## config.mk

```make
export PLATFORM = sky130hd
export DESIGN_NAME = cpu_control_unit
export DESIGN_NICKNAME = d
export VERILOG_FILES = /design/src/rtl/cpu_ctrl_pkg.sv /design/src/rtl/cpu_opcode_decode.sv /design/src/rtl/cpu_control_unit.sv
export SDC_FILE = /design/constraint.sdc
export NUM_CORES = 1
export LEC_CHECK = 0
export BUFFER_PORTS_ARGS = -buffer_cell sky130_fd_sc_hd__buf_2
export CORE_AREA = 2 2 39 41
export DETAILED_ROUTE_END_ITERATION = 16
export DIE_AREA = 0 0 41 43
export PLACE_DENSITY = 0.73
export SLEW_MARGIN = 25
export SYNTH_ARGS = -nofsm -noshare
export SYNTH_HDL_FRONTEND = slang
export SYNTH_SLANG_ARGS = --single-unit
```

## constraint.sdc

```tcl
create_clock -name clk -period 1.3 [get_ports clk]
set_input_delay 0.065 -clock clk [delete_from_list [all_inputs] [get_ports clk]]
set_output_delay 0.065 -clock clk [all_outputs]
set_load 0.01 [all_outputs]
```

## src/rtl/cpu_ctrl_pkg.sv

```systemverilog
// Shared definitions for the accumulator CPU control unit:
// opcode values, FSM state encoding, accumulator source selects and the
// default PC/RAM address width.
package cpu_ctrl_pkg;

    localparam int unsigned ADDR_W_DEFAULT = 6;

    localparam logic [3:0] OP_NOP  = 4'h0;
    localparam logic [3:0] OP_LDA  = 4'h1;
    localparam logic [3:0] OP_STA  = 4'h2;
    localparam logic [3:0] OP_ADD  = 4'h3;
    localparam logic [3:0] OP_SUB  = 4'h4;
    localparam logic [3:0] OP_LDR  = 4'h5;
    localparam logic [3:0] OP_STR  = 4'h6;
    localparam logic [3:0] OP_JMP  = 4'h7;
    localparam logic [3:0] OP_JZ   = 4'h8;
    localparam logic [3:0] OP_JPOS = 4'h9;
    localparam logic [3:0] OP_HALT = 4'hF;

    typedef enum logic [2:0] {
        ST_INIT   = 3'd0,
        ST_FETCH  = 3'd1,
        ST_LOADIR = 3'd2,
        ST_DECODE = 3'd3,
        ST_WB     = 3'd4,
        ST_HALT   = 3'd5
    } state_t;

    localparam logic [1:0] ASRC_MEM = 2'b00;
    localparam logic [1:0] ASRC_ALU = 2'b01;
    localparam logic [1:0] ASRC_RF  = 2'b10;

endpackage

```

## src/rtl/cpu_opcode_decode.sv

```systemverilog
// Combinational opcode classifier for the control FSM.
// Ports:
//   opcode     in  4  instruction opcode (IR[15:8] bits [7:4])
//   is_mem_rd  out 1  LDA / ADD / SUB (RAM operand read, then write-back)
//   is_store   out 1  STA / STR
//   is_rf      out 1  LDR / STR (register-file access)
//   is_jump    out 1  JMP / JZ / JPOS
//   is_halt    out 1  HALT
//   is_illegal out 1  opcodes A..E
// STA = store & ~rf, STR = store & rf, LDR = rf & ~store.
module cpu_opcode_decode
    import cpu_ctrl_pkg::*;
(
    input  logic [3:0] opcode,
    output logic       is_mem_rd,
    output logic       is_store,
    output logic       is_rf,
    output logic       is_jump,
    output logic       is_halt,
    output logic       is_illegal
);

    always_comb begin
        is_mem_rd  = 1'b0;
        is_store   = 1'b0;
        is_rf      = 1'b0;
        is_jump    = 1'b0;
        is_halt    = 1'b0;
        is_illegal = 1'b0;
        case (opcode)
            OP_NOP:                 ;
            OP_LDA, OP_ADD, OP_SUB: is_mem_rd = 1'b1;
            OP_STA:                 is_store  = 1'b1;
            OP_LDR:                 is_rf     = 1'b1;
            OP_STR: begin
                is_store = 1'b1;
                is_rf    = 1'b1;
            end
            OP_JMP, OP_JZ, OP_JPOS: is_jump   = 1'b1;
            OP_HALT:                is_halt   = 1'b1;
            default:                is_illegal = 1'b1;
        endcase
    end

endmodule

```

## src/rtl/cpu_control_unit.sv

```systemverilog
// Moore-style sequencer for the accumulator CPU datapath
// (fetch / load IR / decode / write-back, plus HALT).
// Ports:
//   clk, reset (async, active-low), run (allow fetch), opcode,
//   aeq0 / apos (accumulator flags, sampled in DECODE);
//   pc_clear, ir_clear, a_clear, pc_load, pc_src, ir_load, mem_addr_sel,
//   mem_we, rf_we, a_load, a_src, alu_sub: datapath controls;
//   instr_done, illegal, halted: status.
// Outputs are decoded from the state register and the opcode, so an
// asynchronous reset forces INIT outputs immediately.
module cpu_control_unit
    import cpu_ctrl_pkg::*;
#(
    parameter int unsigned ADDR_W          = ADDR_W_DEFAULT,
    parameter bit          HALT_ON_ILLEGAL = 1'b0
)(
    input  logic       clk,
    input  logic       reset,
    input  logic       run,
    input  logic [3:0] opcode,
    input  logic       aeq0,
    input  logic       apos,
    output logic       pc_clear,
    output logic       ir_clear,
    output logic       a_clear,
    output logic       pc_load,
    output logic       pc_src,
    output logic       ir_load,
    output logic       mem_addr_sel,
    output logic       mem_we,
    output logic       rf_we,
    output logic       a_load,
    output logic [1:0] a_src,
    output logic       alu_sub,
    output logic       instr_done,
    output logic       illegal,
    output logic       halted
);

    // ADDR_W only sizes the datapath; reject a degenerate width here.
    if (ADDR_W == 0) begin : g_addr_w_check
        $error("cpu_control_unit: ADDR_W must be at least 1");
    end

    state_t state;
    logic   is_mem_rd, is_store, is_rf, is_jump, is_halt, is_illegal;

    cpu_opcode_decode u_decode (
        .opcode     (opcode),
        .is_mem_rd  (is_mem_rd),
        .is_store   (is_store),
        .is_rf      (is_rf),
        .is_jump    (is_jump),
        .is_halt    (is_halt),
        .is_illegal (is_illegal)
    );

    always_ff @(posedge clk or negedge reset) begin
        if (!reset) begin
            state <= ST_INIT;
        end else begin
            case (state)
                ST_INIT:   state <= ST_FETCH;
                ST_FETCH:  if (run) state <= ST_LOADIR;
                ST_LOADIR: state <= ST_DECODE;
                ST_DECODE: begin
                    if (is_halt || (is_illegal && HALT_ON_ILLEGAL))
                        state <= ST_HALT;
                    else if (is_mem_rd || (is_rf && !is_store))
                        state <= ST_WB;
                    else
                        state <= ST_FETCH;
                end
                ST_WB:     state <= ST_FETCH;
                ST_HALT:   state <= ST_HALT;
                default:   state <= ST_INIT;
            endcase
        end
    end

    always_comb begin
        pc_clear     = 1'b0;
        ir_clear     = 1'b0;
        a_clear      = 1'b0;
        pc_load      = 1'b0;
        pc_src       = 1'b0;
        ir_load      = 1'b0;
        mem_addr_sel = 1'b0;
        mem_we       = 1'b0;
        rf_we        = 1'b0;
        a_load       = 1'b0;
        a_src        = ASRC_MEM;
        alu_sub      = 1'b0;
        instr_done   = 1'b0;
        illegal      = 1'b0;
        halted       = 1'b0;
        case (state)
            ST_INIT: begin
                pc_clear = 1'b1;
                ir_clear = 1'b1;
                a_clear  = 1'b1;
            end
            ST_FETCH: ;
            ST_LOADIR: begin
                ir_load = 1'b1;
                pc_load = 1'b1;
            end
            ST_DECODE: begin
                if (is_mem_rd) begin
                    mem_addr_sel = 1'b1;
                end else if (is_store && !is_rf) begin
                    mem_addr_sel = 1'b1;
                    mem_we       = 1'b1;
                    instr_done   = 1'b1;
                end else if (is_store && is_rf) begin
                    rf_we      = 1'b1;
                    instr_done = 1'b1;
                end else if (is_rf) begin
                    // LDR: register file read only, A loads in WB
                end else if (is_jump) begin
                    pc_src     = 1'b1;
                    pc_load    = (opcode == OP_JMP)
                               | ((opcode == OP_JZ)   & aeq0)
                               | ((opcode == OP_JPOS) & apos);
                    instr_done = 1'b1;
                end else if (is_illegal) begin
                    illegal    = 1'b1;
                    instr_done = 1'b1;
                end else begin
                    instr_done = 1'b1;
                end
            end
            ST_WB: begin
                a_load     = 1'b1;
                instr_done = 1'b1;
                case (opcode)
                    OP_LDR:         a_src = ASRC_RF;
                    OP_ADD, OP_SUB: begin
                        a_src   = ASRC_ALU;
                        alu_sub = (opcode == OP_SUB);
                    end
                    default:        a_src = ASRC_MEM;
                endcase
            end
            ST_HALT: halted = 1'b1;
            default: ;
        endcase
    end

endmodule

```

==> results.py <==
metrics = {
    "placed_design": {
        "gp_congestion": 0.684,
        "dpl_cell_area_sq_um": 531,
        "port_buffers": 24,
        "dp_hpwl_um": 750,
        "dp_cells": 87,
    },
    "worst_setup_path": {
        "r2r-start": "state[1]",
        "crit_start": "state[1]",
        "path_max_fanout": 6,
        "critical_path.endpoint_type": "primary output",
        "arrival_ns": 1.24,
        "path_class": "reg -> out",
        "cp_data_required_time_ns": 1.24,
        "start_kind": "flop",
    },
    "power_and_ir_drop": {
        "p_leak_uw": 0.000309,
        "irDropWorstVdd_mv": 0.448,
        "power.density_nw_per_um2": 1480,
    },
    "detailed_routing": {
        "firstDrtPassIters": 2,
        "vias": 504,
        "routedWlPerCell_um": 11.2,
        "viasPerCell": 5.20,
        "dr.first_iter.drc_count": 5,
        "drtAntennaViolNets": 0,
        "routed_wl_um": 1090,
        "drcViolationCount": 0,
    },
    "final_layout": {
        "syn2layout_area_growth_pct": 36.9,
        "top_register": "state",
        "largest_reg_flops": 3,
        "final_cells": 97,
        "fin_area_sq_um": 627,
        "largest_registers": "state (3)",
        "nNetsFinal": 91,
        "drive_above_1_share_pct": 58.0,
        "diodes": 0,
    },
    "logic_synthesis": {
        "syn_area_per_cell_sq_um": 8.48,
        "yosys.area_share.simple_pct": 42.6,
        "ys_ff_latch": 3,
        "yosysSeqAreaShare_pct": 16.4,
        "synth_nets": 63,
        "synth_mux_area_share_pct": 2.46,
        "ys_types": 30,
        "async_flop_share_pct": 100,
        "synth_compound_area_share_pct": 19.4,
        "synth_top_family_by_area": "simple AND/OR/NAND/NOR gates",
        "syn_area_sq_um": 458,
        "ys_warn_count": 0,
        "ys.flop_type": "dfrtp_1",
        "synth_cells": 54,
        "yosys.area_share.adder_pct": 0,
        "synth_edf_count": 0,
        "synthXorXnorAreaFrac_pct": 1.91,
    },
    "grt": {
        "antenna_found_initial": 0,
        "grt_pass1_vias": 461,
        "grt_pass1_wl_um": 1940,
        "grt_max_degree": 15,
        "grt_usage_pct": 16.0,
        "overflow": 0,
    },
    "cts": {
        "cts_tree": "built",
        "cts_buffers": 3,
        "clkSinkCount": 3,
        "cts_root_buf": "clkbuf_4",
        "clockBufferDepth": 2,
        "clk_pin_slew_ns": 0.04,
        "clk_latency_ns": 0.24,
        "cts_htree_levels": 1,
    },
    "sta": {
        "min_period_ns": 1.30,
        "fmax_ghz": 0.768,
        "hold_slack_ns": 0.113,
        "layout_setup_ws_ns": -0.00169,
        "setup_viol": 2,
        "slew_viol_final": 0,
        "rsz0062_at_grt": "yes",
        "fin_tns_setup_ns": -0.00211,
        "slew_headroom_pct": 82.5,
        "skew_ns": 0.00529,
        "fin_crit_sh_pct": 100,
        "hold_viol_final": 0,
        "tightest_slew_ns": 0.260,
    },
    "min_path": {
        "worstHoldPathType": "in -> reg",
        "hp-start": "run",
    },
    "floorplan": {
        "core_sq_um": 1380,
        "die_area_sq_um": 1760,
        "row_count": 14,
        "start_util_pct": 33.1,
        "ios": 25,
        "die-height_um": 43,
        "die_x_um": 41,
    },
    "outcome": {
        "outcome": "finished, violations left",
        "violations": "setup timing",
    },
    "run": {
        "drv_cap": 0,
    },
}
worst paths after layout:
kind | slack (ns) | depth (start not counted) | end
max in group asynchronous | 1.03 | 2 | state[0]
worst min register to register | 0.60 | 2 | state[1]
min in group asynchronous | 0.15 | 2 | state[2]
worst min-delay path | 0.11 | 3 | state[1]
worst max-delay path | -0.002 | 4 | a_src[0]
worst max register to register | 0.15 | 4 | state[0]
cells in the mapped netlist (all sizes together), types with 2 or more instances:
library cell	n	area, sq um
a211oi	3	32.5
a21oi	2	10.0
a31oi	2	12.5
buf	8	75.1
dfrtp	3	75.1
nand2	4	15.0
nand2b	3	18.8
nand3b	3	35.0
nor2	7	33.8
nor3	2	10.0
o21ai	2	10.0
power breakdown:
group / switching [uW] / total [uW] / leakage [uW] / internal, uW
Sequential: 71.4 / 209 / 0.0000348 / 138
Combinational: 273 / 550 / 0.000260 / 277
Clock: 54.2 / 170 / 0.0000150 / 115
repair_timing:
item,CTS,global route
hold buffers,1,0
gates resized for setup,6,1
setup buffers,4,1
hold endpoints to repair,3,0
endpoints found under the setup margin,10,12
pin swaps,4,0
stage by stage:
step	utilization, %	total power [uW]	setup WS [ns]
after detailed placement	38.3	646	0.113
final	45.3	928	-0.00169
after floorplan	-	577	0.130
after global routing	45.3	1020	-0.0654
after CTS	44.3	915	0.00273
after global placement	38.3	638	0.165
logic make-up (layout without fill, tap and decap cells):
logic type,count (synthesis),count (layout)
AOI/OAI and AO/OA,12,12
xor gates and xnor gates,1,1
buffers and inverters,9,36
DFF,3,3
muxes,1,1
and+or+nand+nor,28,28
cell usage in the layout (no fill, tap or decap), types with 2 or more instances in the layout:
cell type	count
dfrtp_2	2
buf_2	23
o21ai_0	2
nand2b_1	3
a211oi_2	2
nand3b_1	2
clkbuf_4	3
a21oi_1	2
nor3_1	2
buf_4	5
a31oi_1	2
nand2_1	3
nor2_1	5
layout make-up:
type / instances / area, sq um
Clock buffer: 4 / 26.3
Fill cell: 147 / 757
Inverter: 1 / 3.75
Multi-Input combinational cell: 42 / 322
Sequential cell: 3 / 77.6
Tap cell: 16 / 20.0
Timing Repair Buffer: 31 / 178
critical path, cell delays in order (launching register included):
cell and delay [ns]:
dfrtp_2 0.45, nor2_2 0.13, nand2_2 0.08, a211oi_1 0.17, buf_2 0.16
per-layer routing:
metal / vias to the layer above / wire length (um) / GRT usage, %
met5: - / 0 / 0
met1: 232 / 468 / 19.9
met4: 0 / 17 / 8.00
met2: 20 / 525 / 24.7
met3: 2 / 79 / 3.14
li1: 250 / - / -
(Power assumes the default switching activity.)
